`config.mk`:
```
export PLATFORM = sky130hd
export DESIGN_NAME = bcd_to_bin
export DESIGN_NICKNAME = d
export VERILOG_FILES = /design/src/rtl/bcd_pkg.sv /design/src/rtl/bcd_digit_adj.sv /design/src/rtl/bcd_to_bin.sv
export SDC_FILE = /design/constraint.sdc
export NUM_CORES = 1
export LEC_CHECK = 0
export ABC_AREA = 1
export CAP_MARGIN = 20
export CORE_ASPECT_RATIO = 0.8
export CORE_MARGIN = 8
export CORE_UTILIZATION = 53
export DETAILED_ROUTE_END_ITERATION = 7
export PLACE_DENSITY = 0.78
export SYNTH_ARGS = -nofsm -noshare
export SYNTH_HDL_FRONTEND = slang
export SYNTH_SLANG_ARGS = --single-unit
export TNS_END_PERCENT = 100
```
`constraint.sdc`:
```
create_clock -name clk -period 1.7 [get_ports clk]
set_clock_uncertainty 0.2 [all_clocks]
set_input_delay 0.51 -clock clk [delete_from_list [all_inputs] [get_ports clk]]
set_output_delay 0.51 -clock clk [all_outputs]
set_load 0.01 [all_outputs]
```
`src/rtl/bcd_pkg.sv`:
```
// Shared types and constants for the BCD-to-binary converter.
package bcd_pkg;

   typedef enum logic [1:0] {
      IDLE = 2'd0,
      CONV = 2'd1,
      DONE = 2'd2
   } state_t;

   localparam int DEF_NDIG = 3;
   localparam int DEF_BW   = 10;

   localparam logic [3:0] DIGIT_MAX = 4'd9;
   // A digit field of 8 or more after the right shift carried a "ten" down into this field.
   localparam logic [3:0] ADJ_MIN   = 4'd8;
   localparam logic [3:0] ADJ_SUB   = 4'd3;

endpackage

```
`src/rtl/bcd_digit_adj.sv`:
```
// One digit of the reverse double-dabble correction: subtract 3 from fields of 8 or more.
module bcd_digit_adj
   import bcd_pkg::*;
(
   input  logic [3:0] digit,
   output logic [3:0] adjusted
);

   assign adjusted = (digit >= ADJ_MIN) ? (digit - ADJ_SUB) : digit;

endmodule

```
`src/rtl/bcd_to_bin.sv`:
```
// Sequential BCD-to-binary converter using reverse double-dabble, one bit per CONV cycle.
module bcd_to_bin
   import bcd_pkg::*;
#(
   parameter int NDIG = DEF_NDIG,
   parameter int BW   = DEF_BW
)
(
   input  logic              clk,
   input  logic              rst_n,
   input  logic              in_valid,
   output logic              in_ready,
   input  logic [4*NDIG-1:0] bcd,
   output logic              out_valid,
   input  logic              out_ready,
   output logic [BW-1:0]     bin,
   output logic              err
);

   localparam int SW = 4*NDIG + BW;
   localparam int CW = $clog2(BW+1);

   state_t        state, nextState;
   logic [SW-1:0] shiftReg;
   logic [SW-1:0] shifted;
   logic [SW-1:0] adjusted;
   logic [CW-1:0] count;
   logic          badDigit;
   logic          lastShift;

   assign shifted   = shiftReg >> 1;
   assign lastShift = (count == CW'(BW-1));

   // The binary half of the register passes through untouched; only digit fields are corrected.
   assign adjusted[BW-1:0] = shifted[BW-1:0];

   for (genvar i = 0; i < NDIG; i++) begin : g_adj
      bcd_digit_adj u_adj (
         .digit    (shifted[BW+4*i +: 4]),
         .adjusted (adjusted[BW+4*i +: 4])
      );
   end

   always_comb begin
      badDigit = 1'b0;
      for (int i = 0; i < NDIG; i++) begin
         if (bcd[4*i +: 4] > DIGIT_MAX) badDigit = 1'b1;
      end
   end

   always_ff @(posedge clk or negedge rst_n) begin
      if (!rst_n) state <= IDLE;
      else        state <= nextState;
   end

   always_comb begin
      nextState = state;
      case (state)
         IDLE:    if (in_valid)  nextState = badDigit ? DONE : CONV;
         CONV:    if (lastShift) nextState = DONE;
         DONE:    if (out_ready) nextState = IDLE;
         default: nextState = IDLE;
      endcase
   end

   assign in_ready  = (state == IDLE);
   assign out_valid = (state == DONE);

   // The final shift latches its own corrected value so CONV lasts exactly BW cycles.
   always_ff @(posedge clk or negedge rst_n) begin
      if (!rst_n) begin
         shiftReg <= '0;
         count    <= '0;
         bin      <= '0;
         err      <= 1'b0;
      end else begin
         case (state)
            IDLE: begin
               if (in_valid) begin
                  if (badDigit) begin
                     err <= 1'b1;
                     bin <= '0;
                  end else begin
                     shiftReg <= {bcd, {BW{1'b0}}};
                     count    <= '0;
                  end
               end
            end
            CONV: begin
               shiftReg <= adjusted;
               count    <= count + CW'(1);
               if (lastShift) begin
                  bin <= adjusted[BW-1:0];
                  err <= 1'b0;
               end
            end
            default: ;
         endcase
      end
   end

endmodule
```
==> flow_summary.toml <==
[power]
worst_ir_drop_vdd_mv = 1.21
static-leakage-power_nw = 1.59
power.density_cell_area_nw_per_um2 = 1520
report.power.total_mw = 4.34

[setup_path]
crit_fanout = 11
path_class = "primary input to register"
most_frequent_cp_cell = "nand2_1"
worstPathArrival_ns = 1.76
reg_to_reg_setup_timing_slack_ns = -0.06
path_cells = "dlygate4sd2_1 > o21ai_2 > nand3_2 > nand2_2 > nand2_4 > buf_12 > buf_16 > nand2_1 > nand2_1"
startpoint_type = "primary input"
slowest_stage_delay_cp_ns = 0.30
critical_path.n_buffers_inverters = 3
required_ns = 1.68
library_cell_contributing_the_largest_single_delay_on_the_critical_path = "dlygate4sd2_1"
critical_path.top_delay_family = "buffers and inverters"
cp-end-kind = "register"

[outcome]
run_status = "finished with violations"
violated_checks = "setup timing"

[sta]
grt_setup_unrepaired = "true"
final.setup.worst_slack_ns = -0.0853
hold_ws_ns = 0.267
finalSetupViolCount = 18
slew_violations = 0
minimum_clock_period_ns = 1.79
max_slew_margin = 0.852
achievable-frequency_mhz = 560
period_share = 1.05
final-hold-violation-count = 0
worst_pin_slew_ns = 0.221

[clock_tree]
cts-buffers-inserted = 5
cts-root-buf = "clkbuf_8"
htree_levels = 2
clock_latency_ns = 0.30
cts_max_path_buffers = 2
tritoncts = "built"
clk_pin_slew_worst_paths_ns = 0.07
cts_num_sinks = 38

[route]
drt-initial-drc-count = 208
avgViaCountPerCell = 5.52
ant_nets = 0
wl_met2_um = 3010
highest_routed_metal_layer = "met4"
dr_wl_met3_um = 332
wl_met1_um = 2500
routed_wire_length_per_instance_um = 16.9
router_iterations_before_antenna_repair = 5
drt-total-wl_um = 6100
detail_route.drc_violations = 0
routed-via-count = 1987

[placement]
gp_congestion = 0.860
post-place-cells = 335
dpl.hpwl_um = 3210
postPlaceCellArea_um2 = 2400
port-buffer-count = 28

[final_layout]
antenna_cells = 0
finalInstanceArea_um2 = 2860
final_layout_size_suffix_gt1_frac = 0.283
area.growth.synth_to_final_pct = 47.2
finalNetCount = 339
most_common_cell_after_layout_fill_and_taps_aside = "nand2_1"
finalNonFillerCells = 360
most-common-layout-cells = "nand2_1, dfrtp_1, nand3_1, nand2_2"

[synth]
post_synth_instance_area_um2 = 1940
ys.warnings.count = 0
synth_fp_nets = 279
synthFlopType = "dfrtp_1"
yosys_register_bits = 38
number_of_enable_flip_flop_cells_after_synthesis = 0
synthArstFlopShare = 1.00
synth_area_per_cell_um2 = 7.57
synthesis.instances = 257
yosysUniqueCellTypes = 21
post-synth-top-area-fraction = 0.489
ys_seq_area_frac = 0.489
synthDominantAreaCellType = "dfrtp_1"
synth_top_cells_by_area = "dfrtp_1, nand2_1, nand3_1, inv_1, ha_1"

[run]
drv.max_cap_violation_count = 0

[global_routing]
grt_start_max_net_pins = 39
antenna_found_initial = 0
number_of_global_route_vias_before_repair = 1900
gr-total-overflow = 0
track_usage = 0.195
grt_pass1_wl_um = 9310

[die]
die_outline_area_um2 = 5880
ios = 29
dieWidth_um = 83.7
die_y_um = 70.2
design.core.area_um2 = 3470
initial_standard_cell_utilization_of_the_core = 0.560
num_rows = 19

[min_path]
min_path_type = "register to register"
## routing by layer
layer	vias to the layer above	track usage
li1	926	-
met1	966	0.244
met2	73	0.313
met3	22	0.0406
met4	0	0.0975
met5	-	0
## sequential cells by signal, summed over array words and instances (netlist names)
name and cells:
count 4, shiftReg 21, bin 10, state 2, err 1
## per-stage QoR
stage	util	setup TNS, ns	worst slack, ns
floorplan	-	0	0.0494
global placement	0.691	-15.06	-0.413
detailed placement	0.691	-16.75	-0.467
CTS	0.775	-0.0962	-0.0434
global route	0.825	-2.28	-0.136
finish	0.825	-0.623	-0.0853
## area by class of cell
cell class / instances / area [µm²]
Multi-Input combinational cell: 186 / 998
Sequential cell: 38 / 951
Timing Repair Buffer: 63 / 664
Fill cell: 207 / 608
Inverter: 23 / 90.1
Clock buffer: 7 / 76.3
Tap cell: 42 / 52.6
Clock inverter: 1 / 30.0
## Yosys cell counts (3+ instances only)
cell,instances
nor2_1,3
or2_2,3
dfrtp_1,38
nand2_1,119
nand3_1,30
buf_2,8
nand3b_1,3
o21ai_0,7
inv_1,22
nand4_1,3
ha_1,6
## where the power goes
| group | internal [mW] | total, mW | switching [mW] |
|---|---|---|---|
| Clock | 0.439 | 0.771 | 0.332 |
| Combinational | 1.04 | 2.19 | 1.16 |
| Sequential | 1.14 | 1.38 | 0.241 |
| Total | 2.61 | 4.34 | 1.73 |
## cell families after synthesis
kind of cell	after synthesis	share of synthesized area
simple gates	165	0.356
buf+inv	33	0.0689
flops	38	0.489
compound gates	15	0.0476
fa+ha+maj	6	0.0386
## timing repair
item	CTS	global route
gates resized for setup	45	62
hold buffers	1	0
buffers inserted	10	3
gates cloned	2	1
setup endpoints to repair	50	49
endpoints found under the hold margin	38	0
pin swaps	8	20
## worst register-to-register path, delay by kind of cell, from the launching register on
kind	cells	cell delay, ns
buf+inv	4	0.63
flops	1	0.39
simple gates	5	0.43
## final timing paths
kind / from / end / depth (start not counted)
max in group asynchronous: rst_n / shiftReg[5] / 3
hold / removal: bin[2] / bin[2] / 2
hold reg to reg: bin[2] / bin[2] / 2
min in group asynchronous: rst_n / bin[9] / 3
setup / recovery: bcd[10] / shiftReg[21] / 9
setup reg to reg: state[1] / shiftReg[19] / 9
No activity file was read; power rests on OpenSTA's default activity.
